## src/rtl/mega_wb_pkg.sv

```systemverilog
// Shared types and constants for the XMEGA ALU writeback stage.
package mega_wb_pkg;

    localparam int unsigned SREG_W = 8;
    localparam int unsigned BYTE_W = 8;
    localparam int unsigned DATA_W = 16;

    localparam int unsigned SREG_C = 0;
    localparam int unsigned SREG_Z = 1;
    localparam int unsigned SREG_N = 2;
    localparam int unsigned SREG_V = 3;
    localparam int unsigned SREG_S = 4;
    localparam int unsigned SREG_H = 5;
    localparam int unsigned SREG_T = 6;
    localparam int unsigned SREG_I = 7;

    localparam logic [5:0] SREG_IO_ADDR = 6'h3F;

    typedef enum logic [1:0] {
        WB_IDLE = 2'd0,
        WB_LO   = 2'd1,
        WB_HI   = 2'd2
    } wb_state_t;

endpackage

```

## src/rtl/mega_sreg.sv

```systemverilog
// Architectural status register with io / alu / int_ack / reti priority merge.
module mega_sreg
    import mega_wb_pkg::*;
#(
    parameter logic [7:0] SREG_RST = 8'h00
) (
    input  logic              clk,
    input  logic              rst,
    input  logic              io_we,
    input  logic [SREG_W-1:0] io_wdata,
    input  logic              alu_we,
    input  logic [SREG_W-1:0] alu_flags,
    input  logic              int_ack,
    input  logic              reti,
    output logic [SREG_W-1:0] sreg
);

    logic [SREG_W-1:0] sreg_d;

    // A bus write replaces the whole register; I is then overridden by interrupt entry/exit.
    always_comb begin
        sreg_d = sreg;
        if (io_we) begin
            sreg_d = io_wdata;
        end else if (alu_we) begin
            sreg_d = alu_flags;
        end
        if (int_ack) begin
            sreg_d[SREG_I] = 1'b0;
        end else if (reti) begin
            sreg_d[SREG_I] = 1'b1;
        end
    end

    always_ff @(posedge clk) begin
        if (rst) begin
            sreg <= SREG_RST;
        end else begin
            sreg <= sreg_d;
        end
    end

endmodule

```

## src/rtl/mega_alu_wb.sv

```systemverilog
// ALU writeback: serialises 8/16-bit results onto the byte-wide register-file
// write port and owns SREG.
module mega_alu_wb
    import mega_wb_pkg::*;
#(
    parameter int unsigned REG_ADDR_W = 5,
    parameter logic [7:0]  SREG_RST   = 8'h00
) (
    input  logic                  clk,
    input  logic                  rst,
    input  logic                  alu_valid,
    output logic                  alu_ready,
    input  logic [REG_ADDR_W-1:0] alu_rd_addr,
    input  logic [DATA_W-1:0]     alu_out,
    input  logic                  alu_wide,
    input  logic                  alu_wr_rd,
    input  logic                  alu_flag_wr,
    input  logic [SREG_W-1:0]     alu_flags,
    input  logic                  io_sreg_we,
    input  logic [SREG_W-1:0]     io_sreg_wdata,
    input  logic                  int_ack,
    input  logic                  reti,
    output logic [SREG_W-1:0]     sreg,
    output logic                  rf_we,
    output logic [REG_ADDR_W-1:0] rf_addr,
    output logic [BYTE_W-1:0]     rf_data
);

    wb_state_t             state_q, state_d;
    logic                  accept_c, load_c;
    logic                  rf_we_d, ready_d;
    logic [REG_ADDR_W-1:0] rf_addr_d, hi_addr_q, hi_addr_d;
    logic [BYTE_W-1:0]     rf_data_d, hi_data_q, hi_data_d;
    logic                  wide_q, wide_d;

    assign accept_c = alu_valid & alu_ready;
    assign load_c   = accept_c & alu_wr_rd;

    // Next state and next registered outputs; LO writes the low byte, HI the parked high byte.
    always_comb begin
        state_d   = WB_IDLE;
        rf_we_d   = 1'b0;
        rf_addr_d = rf_addr;
        rf_data_d = rf_data;
        hi_addr_d = hi_addr_q;
        hi_data_d = hi_data_q;
        wide_d    = 1'b0;

        case (state_q)
            WB_LO: begin
                if (wide_q) begin
                    state_d   = WB_HI;
                    rf_we_d   = 1'b1;
                    rf_addr_d = hi_addr_q;
                    rf_data_d = hi_data_q;
                end else if (load_c) begin
                    state_d = WB_LO;
                end
            end
            default: begin
                if (load_c) begin
                    state_d = WB_LO;
                end
            end
        endcase

        // Wide results always target an even/odd pair, so rd[0] is dropped.
        if (state_d == WB_LO) begin
            rf_we_d   = 1'b1;
            rf_addr_d = {alu_rd_addr[REG_ADDR_W-1:1], alu_rd_addr[0] & ~alu_wide};
            rf_data_d = alu_out[BYTE_W-1:0];
            hi_addr_d = {alu_rd_addr[REG_ADDR_W-1:1], 1'b1};
            hi_data_d = alu_out[DATA_W-1:BYTE_W];
            wide_d    = alu_wide;
        end

        ready_d = ~((state_d == WB_LO) & wide_d);
    end

    always_ff @(posedge clk) begin
        if (rst) begin
            state_q   <= WB_IDLE;
            alu_ready <= 1'b1;
            rf_we     <= 1'b0;
            rf_addr   <= '0;
            rf_data   <= '0;
            hi_addr_q <= '0;
            hi_data_q <= '0;
            wide_q    <= 1'b0;
        end else begin
            state_q   <= state_d;
            alu_ready <= ready_d;
            rf_we     <= rf_we_d;
            rf_addr   <= rf_addr_d;
            rf_data   <= rf_data_d;
            hi_addr_q <= hi_addr_d;
            hi_data_q <= hi_data_d;
            wide_q    <= wide_d;
        end
    end

    mega_sreg #(
        .SREG_RST (SREG_RST)
    ) u_sreg (
        .clk       (clk),
        .rst       (rst),
        .io_we     (io_sreg_we),
        .io_wdata  (io_sreg_wdata),
        .alu_we    (accept_c & alu_flag_wr),
        .alu_flags (alu_flags),
        .int_ack   (int_ack),
        .reti      (reti),
        .sreg      (sreg)
    );

endmodule

```

## config.mk

```make
export PLATFORM = sky130hd
export DESIGN_NAME = mega_alu_wb
export DESIGN_NICKNAME = d
export VERILOG_FILES = /design/src/rtl/mega_wb_pkg.sv /design/src/rtl/mega_sreg.sv /design/src/rtl/mega_alu_wb.sv
export SDC_FILE = /design/constraint.sdc
export NUM_CORES = 1
export LEC_CHECK = 0
export ABC_AREA = 1
export CAP_MARGIN = 40
export CORE_ASPECT_RATIO = 1.2
export CORE_MARGIN = 5
export CORE_UTILIZATION = 65
export CTS_BUF_LIST = sky130_fd_sc_hd__clkbuf_4
export DETAILED_ROUTE_END_ITERATION = 10
export DONT_BUFFER_PORTS = 1
export HOLD_SLACK_MARGIN = 0.08
export PLACE_DENSITY = 0.83
export SKIP_LAST_GASP = 1
export SLEW_MARGIN = 20
export SYNTH_ARGS = -nofsm -noshare
export SYNTH_HDL_FRONTEND = slang
export SYNTH_HIERARCHICAL = 1
export SYNTH_SLANG_ARGS = --single-unit
```

## constraint.sdc

```tcl
create_clock -name clk -period 1.3 [get_ports clk]
set_input_delay 0.325 -clock clk [delete_from_list [all_inputs] [get_ports clk]]
set_output_delay 0.325 -clock clk [all_outputs]
set_load 0.02 [all_outputs]
```

# [Word-level counts from Yosys, hierarchy flattened]
# Cells that the tools add are included.
[word_totals] regBits=39 inputBits=46
[classes] n_eq_ne=2 muxes=16 bitwise_logic=7 n_reduce_logical=6
[op_table] cell="2-to-1 mux 8 bit" n=5
[op_table] cell="2-to-1 mux 5 bit" n=3
[op_table] cell="2-to-1 mux 1 bit" n=6
[op_table] cell="nonzero test 2 bit" n=3
[op_table] cell="AND 1 bit" n=5
[op_table] cell="equality test 2 x 1 -> 1 bit (second input constant)" n=2
[op_table] cell="2-to-1 mux 2 bit" n=2
[op_table] cell="nonzero test 3 bit" n=1
[op_table] cell="NOT 1 bit" n=2
[op_table] cell="AND reduction 2 bit" n=1
[op_table] cell="OR reduction 2 bit" n=1

# [Depth between registers and ports, before layout]
[logic_depth] word_depth=9 mapped_depth=8

# [By module]
# The synthesis kept the hierarchy.
[by_module_without_submodules] mod="mega_alu_wb" instances=1 cells_per_inst=154 area_per_inst_um2=1272.5
[by_module_without_submodules] mod="mega_sreg" instances=1 cells_per_inst=62 area_per_inst_um2=414.1

# [Least setup slack after synthesis]
# OpenSTA, ideal clock, no wires.
[synth_path] path_kind="reg-to-reg" startpoint="register alu_ready" endpoint="register rf_addr[2]" t_arrival_ns=1.152 required_ns=1.191 path_slack_ns=0.039 stages_incl_launch_ff=9 cell_sequence="dfxtp_1 > nand2_2 > nor2_8 > nand2_4 > buf_6 > nand2_4 > nand3_2 > nand2_1 > inv_1"
[synth_via] elab_chain_len=8 word_cells_on_any_way=10 classes_between="1 x eq/ne; 4 x mux; 2 x bitwise; 3 x reduce/logical"
[synth_rtl] item="start: declaration" line_no="mega_alu_wb.sv:12" rtl="output logic alu_ready,"
[synth_rtl] item="start signal: assignment" line_no="mega_alu_wb.sv:92" rtl="alu_ready <= ready_d;"
[synth_rtl] item="AND 1 bit *" line_no="mega_alu_wb.sv:36" rtl="assign accept_c = alu_valid & alu_ready;"
[synth_rtl] item="AND 1 bit *" line_no="mega_alu_wb.sv:37" rtl="assign load_c = accept_c & alu_wr_rd;"
[synth_rtl] item="2-to-1 mux 1 bit *" line_no="mega_alu_wb.sv:56, mega_alu_wb.sv:61"
[synth_rtl] item="2-to-1 mux 2 bit" line_no="mega_alu_wb.sv:51" rtl="if (wide_q) begin"
[synth_rtl] item="2-to-1 mux 2 bit *" line_no="mega_alu_wb.sv:49" rtl="case (state_q)"
[synth_rtl] item="equality test 2 x 1 -> 1 bit *" line_no="mega_alu_wb.sv:68" rtl="if (state_d == WB_LO) begin"
[synth_rtl] item="nonzero test 2 bit (no source line)"
[synth_rtl] item="AND reduction 2 bit (no source line)"
[synth_rtl] item="end signal: assignment" line_no="mega_alu_wb.sv:94" rtl="rf_addr <= rf_addr_d;"
[synth_rtl] item="end: declaration" line_no="mega_alu_wb.sv:25" rtl="output logic [REG_ADDR_W-1:0] rf_addr,"
# Every way passes the cells marked *; elsewhere a longest branch is shown, timed or not.
# A chain may end at the register's enable or synchronous reset.

# [Final worst setup path]
[layout_path] startpoint="register state_q[1]" endpoint="register rf_data[4]"
[layout_via] elab_chain_len=5 word_cells_on_any_way=7 classes_between="2 x eq/ne; 2 x mux; 3 x reduce/logical"
[layout_rtl] item="start: declaration" line_no="mega_alu_wb.sv:29" rtl="wb_state_t state_q, state_d;"
[layout_rtl] item="start signal: assignment" line_no="mega_alu_wb.sv:91" rtl="state_q <= state_d;"
[layout_rtl] item="equality test 2 x 1 -> 1 bit *" line_no="mega_alu_wb.sv:49"
[layout_rtl] item="2-to-1 mux 2 bit" line_no="mega_alu_wb.sv:49"
[layout_rtl] item="equality test 2 x 1 -> 1 bit" line_no="mega_alu_wb.sv:68"
[layout_rtl] item="nonzero test 2 bit (no source line)"
[layout_rtl] item="AND reduction 2 bit (no source line)"
[layout_rtl] item="end signal: assignment" line_no="mega_alu_wb.sv:95" rtl="rf_data <= rf_data_d;"
[layout_rtl] item="end: declaration" line_no="mega_alu_wb.sv:26" rtl="output logic [BYTE_W-1:0] rf_data"
# Marks and branches as above.

==> tab_implementation.tex <==
\begin{tabular}{lr}
\hline
Metric & Value \\
\hline
\multicolumn{2}{l}{\textbf{Run status}} \\
Status & complete, no violations \\
\multicolumn{2}{l}{\textbf{Synthesis}} \\
Yosys warning total & 6 \\
Post-Syn Area & 0.001687 mm2 \\
Yosys top cell area share & 46.29\% \\
Yosys reg bits & 39 \\
Post-synthesis instance total & 216 \\
Count of different cell masters after synthesis & 20 \\
Number of nets in the synthesized netlist & between 200 and 300 \\
Sequential element share of the synthesized area & a little under half \\
Leading cell types by total area after synthesis & sky130\_fd\_sc\_hd\_\_dfxtp\_1, sky130\_fd\_sc\_hd\_\_nand2\_1, sky130\_fd\_sc\_hd\_\_nand3\_1 \\
Cell taking the most area after synthesis & sky130\_fd\_sc\_hd\_\_dfxtp\_1 \\
Mapped Avg Cell Area & slightly below 8 um2 \\
\multicolumn{2}{l}{\textbf{Global route}} \\
Gr usage total & between 20\% and 30\% \\
Wire length of the first global-routing pass & 6430 um \\
Vias in the first global route & around 1400 \\
Remaining global-route overflow & 0 \\
Largest net degree at the start of global routing & 23 \\
Antenna violations before repair & 0 \\
\multicolumn{2}{l}{\textbf{STA}} \\
Worst-case clock skew & roughly 7.9 ps \\
Final Hold Vio Count & 0 \\
Setup violators final & 0 \\
Slew at the pin with the worst max-slew slack & a little over 500 ps \\
Slew Limit Headroom & 65.62\% \\
Fmax & about 800 MHz \\
Share of the clock period used by the worst path after layout & 97.61\% \\
Final WS setup & 31.03 ps \\
Setup TNS & 0 ps \\
Pins Over Slew Limit & 0 \\
Shortest clock period the worst path allows after layout & around 1300 ps \\
\multicolumn{2}{l}{\textbf{Critical path}} \\
CP Capture Type & flop \\
Worst setup path class & reg2reg \\
Data arrival time at the worst-slack endpoint & roughly 1500 ps \\
Sequence of cells on the critical path & inv\_1 > nand3\_4 > nand2\_2 > nor2\_1 > nor3\_1 \\
Slowest stage cell on the critical path & sky130\_fd\_sc\_hd\_\_dfxtp\_1 \\
Worst endpoint required time & about 1600 ps \\
Maximum fanout along the worst path & 13 \\
Crit path largest cell delay & 320 ps \\
CP startpoint kind & flop \\
\multicolumn{2}{l}{\textbf{Finish}} \\
Number of cells in the finished layout apart from fillers & approximately 260 \\
Fraction of final layout cells with drive strength greater than 1 & a little over an eighth \\
Final core area utilization & between 70\% and 80\% \\
Number of antenna repair diodes & 0 \\
Most common cell after layout, fill and taps aside & sky130\_fd\_sc\_hd\_\_nand2\_1 \\
Commonest non-fill, non-tap cells in the layout & sky130\_fd\_sc\_hd\_\_nand2\_1, sky130\_fd\_sc\_hd\_\_dfxtp\_1, sky130\_fd\_sc\_hd\_\_nand3\_1 \\
Fin nets & 273 \\
Area Growth Syn to Fin & 10.24\% \\
\multicolumn{2}{l}{\textbf{Clock tree}} \\
CTS H-tree depth & 2 \\
Clk buf depth & 2 \\
TritonCTS clock tree & built \\
Number of sinks on the clock net & 39 \\
Clock-pin slew of the registers on the worst-case setup and hold paths & approximately 110 ps \\
Root Driver & sky130\_fd\_sc\_hd\_\_clkbuf\_4 \\
Cts bufs inserted & 5 \\
Setup Buffers After CTS & 0 \\
Worst skew pair latency & around 360 ps \\
\multicolumn{2}{l}{\textbf{Pwr}} \\
Total power divided by cell area & $\sim$1200 mW/mm2 \\
Total power & around 0.0023 W \\
Static leakage & just over 0.9 nW \\
Maximum vdd drop & between 0.001 and 0.0015 V \\
\multicolumn{2}{l}{\textbf{Die}} \\
Die height & between 60 and 70 um \\
Initial Utilization & about two thirds \\
Area of the core & around 0.0025 mm2 \\
Die extent in x & 56.50 um \\
Boundary pin count & 69 \\
Rows & 20 \\
Die Footprint & between 0.003 and 0.004 mm2 \\
\multicolumn{2}{l}{\textbf{Placement}} \\
Global placement routability congestion & 0.7792 \\
Final HPWL from detailed placement & between 2000 and 3000 um \\
Number of placed instances with taps included & 244 \\
Port Buffers & 0 \\
Post-Place Worst Slack & about 25 ps \\
\multicolumn{2}{l}{\textbf{Detailed routing}} \\
Remaining number of nets flagged by the antenna check after routing & 0 \\
Count of vias placed by the detailed router & between 1000 and 1500 \\
Vias per std cell & approximately 5.5 \\
DRC violation count after routing & 0 \\
Detail-routed net length per standard cell & 15.74 um \\
Violation count after the first detailed-routing iteration & a little under 80 \\
First-pass DRT Iterations & 5 \\
WL final & between 4000 and 5000 um \\
\multicolumn{2}{l}{\textbf{Min path}} \\
Hold WC Path Type & in2reg \\
\multicolumn{2}{l}{\textbf{Flow run}} \\
Max-cap violations & 0 \\
\hline
\end{tabular}
==> report_power, final <==
| group | total (W) | internal, W | switching, W | leakage, nW |
|---|---|---|---|---|
| clock | 0.000645 | 0.000252 | 0.000393 | 0.0361 |
| combinational | 0.000257 | 0.000108 | 0.000149 | 0.570 |
| sequential | 0.00136 | 0.00126 | 0.0000983 | 0.320 |
| total | 0.00226 | 0.00162 | 0.000640 | 0.926 |
==> state kept, by name, indices dropped and copies added, names as in the netlist <==
name	cells
alu_ready	1
hi_addr_q	5
hi_data_q	8
rf_addr	5
rf_data	8
rf_we	1
state_q	2
u_sreg/sreg	8
wide_q	1
==> metrics by stage <==
step | hold slack [ps] | instance area (um2)
floorplan | 412.7 | 1687
global placement | 398.3 | 1690
detailed placement | 402.5 | 1690
CTS | 81.31 | 1828
global route | 91.81 | 1859
finish | 91.27 | 1859
==> cell families after synthesis <==
| group | after synthesis | share of synthesized area (%) |
|---|---|---|
| flip-flops | 39 | 46.29 |
| buffers and inverters | 33 | 9.347 |
| AO/OA/AOI/OAI | 21 | 6.528 |
| AND/OR/NAND/NOR | 123 | 37.83 |
==> cells in the mapped netlist <==
cell type	n
sky130_fd_sc_hd__buf_6	3
sky130_fd_sc_hd__nor2_8	3
sky130_fd_sc_hd__o21ai_1	3
sky130_fd_sc_hd__inv_1	21
sky130_fd_sc_hd__nand2_2	3
sky130_fd_sc_hd__buf_2	3
sky130_fd_sc_hd__nor2_1	20
sky130_fd_sc_hd__o21ai_0	8
sky130_fd_sc_hd__nand3_1	29
sky130_fd_sc_hd__a21oi_1	8
sky130_fd_sc_hd__nand3_2	5
sky130_fd_sc_hd__nand2_4	4
sky130_fd_sc_hd__nand3b_1	4
sky130_fd_sc_hd__nand2_1	49
sky130_fd_sc_hd__inv_2	3
sky130_fd_sc_hd__clkbuf_1	1
sky130_fd_sc_hd__o21bai_1	2
sky130_fd_sc_hd__dfxtp_1	39
sky130_fd_sc_hd__buf_4	2
sky130_fd_sc_hd__nor3_1	6
==> worst max-delay path: cells and delay by family (launching register included) <==
family        cells  cell delay [ps]
flops             1              320
buf+inv           1               90
simple gates      4              770
==> layer usage <==
layer | wire (um) | up-vias | GRT usage, % | part of all wire, %
li1 | - | 710 | - | -
met1 | 1403 | 647 | 22.89 | 34
met2 | 2116 | 69 | 39.31 | 52
met3 | 470 | 9 | 10.74 | 11
met4 | 118 | 0 | 11.57 | 2.9
met5 | 0 | - | 0 | 0
==> final timing paths <==
kind / startpoint / end / slack [ps] / cells past startpoint
max: state_q[1] / rf_data[4] / 30 / 5
min: alu_out[15] / hi_data_q[7] / 90 / 2
max reg2reg: state_q[1] / rf_data[4] / 30 / 5
min reg2reg: hi_addr_q[0] / hi_addr_q[0] / 470 / 2
==> what timing repair did <==
action / 4_1_cts / 5_1_grt
endpoints found under the hold margin: 16 / 1
resized for setup: 0 / 4
endpoints found under the setup margin: 0 / 23
hold buffers: 8 / 1
==> area by class of cell <==
class	count	area (um2)
Sequential cell	39	782.0
Clock inverter	1	5.005
Tap cell	33	41.29
Multi-Input combinational cell	144	764.5
Clock buffer	7	52.55
Timing Repair Buffer	13	123.9
Inverter	24	90.09
Fill cell	205	643.1
Power figures use the tool's default switching activity.
